--- src/rtl/req_capture_encoder.sv ---
// Request capture + priority encoder front end; optional macro EDGE_DETECT_EN selects rising-edge events.
// Latency: event at edge t lands in pending at t, code/valid load at edge t+1 when the slot is free.
// Backpressure: valid && !ready holds code/valid stable while pending keeps accumulating requests.
module req_capture_encoder #(
  parameter int N = 4,
  parameter int W = 2
) (
  input  logic         clk,
  input  logic         rst_n,
  input  logic [N-1:0] req,
  input  logic         ready,
  output logic         valid,
  output logic [W-1:0] code,
  output logic [N-1:0] pending,
  output logic         overflow
);

  logic         valid_q, valid_d;
  logic [W-1:0] code_q, code_d;
  logic [N-1:0] pending_q, pending_d;
  logic         overflow_q, overflow_d;

  logic [N-1:0] req_evt;
  logic [N-1:0] load_mask;
  logic [W-1:0] enc_idx;
  logic         slot_free;

`ifdef EDGE_DETECT_EN
  logic [N-1:0] req_q, req_d;

  // A request event is a rising edge relative to last cycle's sampled lines.
  always_comb begin
    req_d   = req;
    req_evt = req & ~req_q;
  end

  // Edge history; clears on reset so a line already high counts as a rising edge.
  always_ff @(posedge clk or negedge rst_n) begin
    if (!rst_n) begin
      req_q <= '0;
    end else begin
      req_q <= req_d;
    end
  end
`else
  // Level mode: every sampled high line is an event, so a held line is re-served.
  always_comb begin
    req_evt = req;
  end
`endif

  // Pick the highest pending index, load it when the slot is free, and merge new events.
  always_comb begin
    slot_free = !valid_q || ready;
    enc_idx   = '0;
    for (int i = 0; i < N; i++) begin
      if (pending_q[i]) begin
        enc_idx = W'(i);
      end
    end

    load_mask = '0;
    valid_d   = valid_q;
    code_d    = code_q;
    if (slot_free) begin
      if (|pending_q) begin
        valid_d   = 1'b1;
        code_d    = enc_idx;
        load_mask = N'(1) << enc_idx;
      end else begin
        // Nothing to serve: drop valid but keep the last code visible.
        valid_d = 1'b0;
      end
    end

    // Set wins over the clear of a bit being loaded at the same edge.
    pending_d  = (pending_q & ~load_mask) | req_evt;
    // Only an event that merges into a bit staying pending counts as overflow.
    overflow_d = |(req_evt & pending_q & ~load_mask);
  end

  // Output and pending state registers.
  always_ff @(posedge clk or negedge rst_n) begin
    if (!rst_n) begin
      valid_q    <= 1'b0;
      code_q     <= '0;
      pending_q  <= '0;
      overflow_q <= 1'b0;
    end else begin
      valid_q    <= valid_d;
      code_q     <= code_d;
      pending_q  <= pending_d;
      overflow_q <= overflow_d;
    end
  end

  assign valid    = valid_q;
  assign code     = code_q;
  assign pending  = pending_q;
  assign overflow = overflow_q;

endmodule

--- config.mk ---
export PLATFORM = sky130hd
export DESIGN_NAME = req_capture_encoder
export DESIGN_NICKNAME = d
export VERILOG_FILES = /design/src/rtl/req_capture_encoder.sv
export SDC_FILE = /design/constraint.sdc
export NUM_CORES = 1
export LEC_CHECK = 0
export ABC_CLOCK_PERIOD_IN_PS = 1250
export BUFFER_PORTS_ARGS = -buffer_cell sky130_fd_sc_hd__buf_2
export CORE_AREA = 4 4 41 43
export DETAILED_ROUTE_END_ITERATION = 8
export DIE_AREA = 0 0 45 47
export REMOVE_ABC_BUFFERS = 1
export SYNTH_ARGS = -nofsm -noshare
export SYNTH_HDL_FRONTEND = slang
export SYNTH_SLANG_ARGS = --single-unit
--- constraint.sdc ---
create_clock -name clk -period 1.25 [get_ports clk]
set_clock_uncertainty 0.15 [all_clocks]
set_input_delay 0.0625 -clock clk [delete_from_list [all_inputs] [get_ports clk]]
set_output_delay 0.0625 -clock clk [all_outputs]
set_load 0.02 [all_outputs]
==> results of run 1 <==
-- path summary, 6_finish.rpt --
path / startpoint / end / slack [ns] / cells after the start
min: ready / code[1] / 0.01 / 3
min in group asynchronous: rst_n / pending[0] / 0.03 / 2
max: valid / code[0] / 0.03 / 3
min reg2reg: code[1] / code[1] / 0.38 / 2
max reg2reg: valid / code[0] / 0.03 / 3
max in group asynchronous: rst_n / code[1] / 0.76 / 2
-- what timing repair did --
action / 4_1_cts / 5_1_grt
setup endpoints to repair: 0 / 2
endpoints found under the hold margin: 13 / 0
hold buffers: 5 / 0
buffers inserted: 0 / 1
resized for setup: 0 / 0
-- logic make-up after synthesis --
kind of cell | Yosys count
buf+inv | 3
compound gates | 10
flops | 8
simple gates | 11
-- layout make-up --
| type | count | area (um2) | share of cell area [%] |
|---|---|---|---|
| well taps | 15 | 18.77 | 3.311 |
| multi-input cells | 21 | 171.4 | 30.24 |
| clock buffers | 3 | 22.52 | 3.974 |
| inverters | 3 | 11.26 | 1.987 |
| flip-flops and latches | 8 | 200.2 | 35.32 |
| repair buffers | 22 | 142.6 | 25.17 |
-- where the power goes --
part	internal (W)	switching, W	total, W
Combinational	0.0000548	0.0000558	0.000111
Sequential	0.000272	0.00000890	0.000281
Clock	0.000110	0.0000889	0.000199
Total	0.000437	0.000154	0.000590
-- synth_stat cells --
cell type / number / area [um2]
dfrtp_1: 8 / 200.2
inv_1: 3 / 11.26
o21ai_0: 3 / 15.01
a21o_2: 2 / 17.52
nand3_1: 2 / 10.01
a21o_1: 1 / 7.510
a22o_1: 1 / 8.760
a22oi_2: 1 / 12.51
nand2_1: 1 / 3.750
nand2b_1: 1 / 6.260
nand2b_4: 1 / 13.76
nand3_2: 1 / 10.01
nand3b_1: 1 / 7.510
nor2_1: 1 / 3.750
nor2_4: 1 / 11.26
nor2b_4: 1 / 13.76
o2111ai_2: 1 / 15.01
o22ai_1: 1 / 6.260
or2_4: 1 / 8.760
-- registers in the layout, summed over array words and instances, names as in the netlist --
signal,cells
pending,4
overflow,1
valid,1
code,2
-- critical path, cell delays in order, from the launching register on --
cell,delay (ns)
dfrtp_1,0.37
nor2b_4,0.15
or2_4,0.26
a22o_1,0.18
-- metrics by stage --
step | hold WS, ns | total power [W] | instance area [um2] | util, % | setup slack [ns]
floorplan | -0.3831 | 0.0003399 | 382.9 | - | -0.05344
global placement | -0.2301 | 0.0003828 | 486.7 | 37.40 | 0.04113
detailed placement | -0.2340 | 0.0003832 | 486.7 | 37.40 | 0.01974
CTS | 0.01666 | 0.0005902 | 559.3 | 42.98 | 0.01517
global route | 0.05243 | 0.0006128 | 566.8 | 43.56 | -0.02120
finish | 0.01463 | 0.0005902 | 566.8 | 43.56 | 0.02679
-- per-layer routing --
metal / up-vias / wire [um] / GRT usage, %
met2: 14 / 382 / 12.99
li1: 166 / - / -
met1: 155 / 322 / 9.647
met3: 0 / 68 / 2.682
met4: 0 / 0 / 5.263
met5: - / 0 / 0
==> results.toml, run 1 <==
[synthesis]
synth_fa_ha_area_share_pct = 0
ys_seq_area_share_pct = 52.29
synth_area_um2 = 382.9
yosys_warnings = 0
synthSimpleGateAreaFrac_pct = 23.20
synth_top_family_by_area = "simple AND/OR/NAND/NOR gates"
synthXorXnorAreaFrac_pct = 0
ys_ff_latch = 8
syn_avg_cell_area_um2 = 11.96
synthCells = 32
synth-compound-area-share_pct = 21.57
muxShareOfSynthArea_pct = 0
synth.distinct_cells = 19

[routing]
antenna_left = 0
firstDrtPassIters = 4
drt-vias-per-instance = 4.653
wire_per_inst_um = 10.74
drcViolationCount = 0
drtIter0Drc = 7
routed_wl_um = 773
num_vias = 335

[cells_and_area]
instances_no_fill = 72
finalNetCount = 66
layout-drive-gt1-share_pct = 50.88
mostFrequentLayoutCell = "buf_2"
fillers = 124
area_growth_syn_to_layout_pct = 48.04
n_antenna_cell = 0
layout_common_cells = "buf_2 (14), dfrtp_1 (8), dlygate4sd3_1 (5)"

[cts]
cts_made_buffers = 3
path_clk_slew_ns = 0.05
clock-sinks = 8
cts_max_path_buffers = 2
clock_latency_ns = 0.25
cts_tree = "yes"
cts-root-buf = "clkbuf_4"
htreeDepth = 1

[floorplan]
io_pins = 15
rows = 13
dieArea_um2 = 2115
dieHeight_um = 47
start_util_pct = 29.42
die_w_um = 45
core_area_um2 = 1301

[global_route]
grt_max_degree = 9
grt_pass1_vias = 329
antenna_found_initial = 0
grt_use_total_pct = 8.233
grt_pass1_wl_um = 1242
grt_overflow = 0

[flow_run]
maxCapViolations = 0

[timing]
fin_tns_setup_ns = 0
finalCritPeriodShare_pct = 97.86
worst_pin_slew_ns = 0.1905
finalMaxSlewViolations = 0
grt_setup_unrepaired = "true"
finalHoldViolations = 0
finalSetupViolCount = 0
fin_crit_ns = 1.223
slew_headroom_pct = 87.30
max_clock_freq_mhz = 817.5

[critical_path]
worstSetupEndpointType = "flip-flop"
worstSetupPathType = "flip-flop to flip-flop"
worstSetupStartpointType = "flip-flop"
cp_data_arrival_time_ns = 1.21
cp_max_fo = 8
required_ns = 1.24

[placement]
port_buffers = 14
dp.cells = 63
globalplace.congestion = 0.6961

[outcome]
status = "finished clean"

[power]
ir_drop_mv = 0.4298
pwr_density_cell_nw_per_um2 = 1041
p_leak_nw = 0.2630

[hold_path]
hold_path.class = "input port to flip-flop"
Note: power is estimated with default switching activity, not from simulation.
==> run 2: changes to the inputs <==
- BUFFER_PORTS_ARGS: -buffer_cell sky130_fd_sc_hd__buf_2 -> not set
- DONT_BUFFER_PORTS: not set -> 1
==> run 2 against run 1 <==
Compared with the run above:
- the flow now finishes with violations (hold timing)
- clock-buffer cell count stayed put
- die area did not move
- core utilization fell by 4.0 points
- first-iteration DRC count decreased by 100%
- routed wire length shrank 2.8%
- critical path depth up 1
- sequential share of layout area grew 3.6 points
- global-route usage grew 0.99 points
- cell area decreased by 9.3%
- register-to-register slack barely moved
- fmax about the same
==> results.toml, run 2 (synthesis results as in run 1) <==
[global_route]
antenna_found_initial = 0
grt_use_total_pct = 9.228
grt_pass1_vias = 315
grt_max_degree = 9
grt_pass1_wl_um = 1283
grt_overflow = 0

[cts]
cts_max_path_buffers = 2
htreeDepth = 1
post-cts-setup-buffer-count = 0
path_clk_slew_ns = 0.05
cts_hold_buf = 3
post_cts_resized = 0
cts_made_buffers = 3
clock-sinks = 8
clock_latency_ns = 0.25
cts_tree = "yes"
cts-root-buf = "clkbuf_4"

[critical_path]
slowest_delay_ns = 0.38
worstRegToRegCells = 4
worstSetupStartpointType = "flip-flop"
cp-endpoint = "overflow"
cp-startpoint = "valid"
r2r-end = "overflow"
worstSetupPathType = "flip-flop to flip-flop"
cp_max_fo = 7
cp_num_buf_inv = 0
worstSetupEndpointType = "flip-flop"
cp_data_arrival_time_ns = 1.19
cp_cell_sequence = "nor2b_4 > or2_4 > nand3_2 > o2111ai_2"
critical_path_depth = 4
r2r_start = "valid"
required_ns = 1.22
cp_top_family = "simple AND/OR/NAND/NOR gates"
rrSetupSlack_ns = 0.03
crit_slowest_cell = "dfrtp_1"

[timing]
grt_setup_unrepaired = "true"
max_clock_freq_mhz = 816.7
finalSetupViolCount = 0
finalCritPeriodShare_pct = 97.95
slew_headroom_pct = 74.93
finalHoldViolations = 5
fin_crit_ns = 1.224
worst_pin_slew_ns = 0.3748
timing.hold.ws_ns = -0.2501
finalMaxSlewViolations = 0

[power]
clkPwrFrac_pct = 34.2
ir_drop_mv = 0.3911
switchingPower_w = 0.0001441
p_seq_share_pct = 50.5
p_comb_share_pct = 15.3
switching_share_pct = 25.30
finalPower_w = 0.0005696
pwr_density_cell_nw_per_um2 = 1108
p_leak_nw = 0.2299
p_int_w = 0.0004255

[floorplan]
io_pins = 15
core_area_um2 = 1301
die_w_um = 45
start_util_pct = 29.42
dieHeight_um = 47
dieArea_um2 = 2115
rows = 13

[cells_and_area]
n_antenna_cell = 0
fillers = 135
finalNetCount = 55
largest_register_ffs = 4
layout-drive-gt1-share_pct = 43.48
area_growth_syn_to_layout_pct = 34.31
layout_common_cells = "dfrtp_1 (8), buf_4 (8)"

[hold_path]
hold_path.class = "input port to flip-flop"
hold_depth = 1

[routing]
antenna_left = 0
num_vias = 285
drt-vias-per-instance = 4.672
drcViolationCount = 0
wire_per_inst_um = 12.31
routed_wl_um = 751
drtIter0Drc = 0
firstDrtPassIters = 1

[placement]
port_buffers = 0
globalplace.congestion = 0.7361

[outcome]
status = "finished with violations"
violations = "hold timing"

[flow_run]
maxCapViolations = 0
run 2: per-layer routing:
metal | up-vias | global-route usage [%] | wire, um
met1 | 131 | 8.817 | 293
met5 | - | 0 | 0
met3 | 2 | 4.981 | 65
met2 | 10 | 14.12 | 379
li1 | 142 | - | -
met4 | 0 | 8.772 | 12
run 2: how the worst min path moves through the flow:
stage,from,to,slack [ns]
floorplan,rst_n,code[0],-0.38
global placement,rst_n,overflow,-0.38
detailed placement,rst_n,valid,-0.38
CTS,req[3],pending[3],-0.27
global route,req[3],pending[3],-0.27
finish,req[3],pending[3],-0.25
run 2: stage by stage:
step	std cells	TNS, ns	area [um2]	util [%]	setup WS [ns]
after floorplan	32	-0.1295	382.9	-	-0.05344
after global placement	55	0	461.7	35.48	0.01728
after detailed placement	55	-0.01568	461.7	35.48	-0.01568
after CTS	61	-0.01433	514.2	39.52	-0.01433
after global routing	61	-0.04890	514.2	39.52	-0.03456
final	61	0	514.2	39.52	0.02559
run 2: what timing repair did:
item                                    in CTS  in global routing
pin swaps                                    4                  1
hold endpoints to repair                    15                  5
endpoints found under the setup margin       1                  5
run 2: layout make-up:
class,count,area [um2],area share (%)
Sequential cell,8,200.2,38.93
Multi-Input combinational cell,21,171.4,33.33
Tap cell,15,18.77,3.650
Inverter,3,11.26,2.190
Clock buffer,3,22.52,4.380
Timing Repair Buffer,11,90.09,17.52
run 2: power by group through the flow:
stage / logic (W) / registers, W / clock network, W
final: 0.0000873 / 0.000287 / 0.000195
after global routing: 0.0000966 / 0.000288 / 0.000227
after CTS: 0.0000893 / 0.000287 / 0.000215
after detailed placement: 0.0000751 / 0.000292 / 0
after global placement: 0.0000738 / 0.000291 / 0
after floorplan: 0.0000362 / 0.000304 / 0
run 2: worst reg2reg max path: cells and delay by family (launching register included):
family	cells	cell delay, ns
simple gates	3	0.48
compound gates	1	0.08
flops	1	0.38
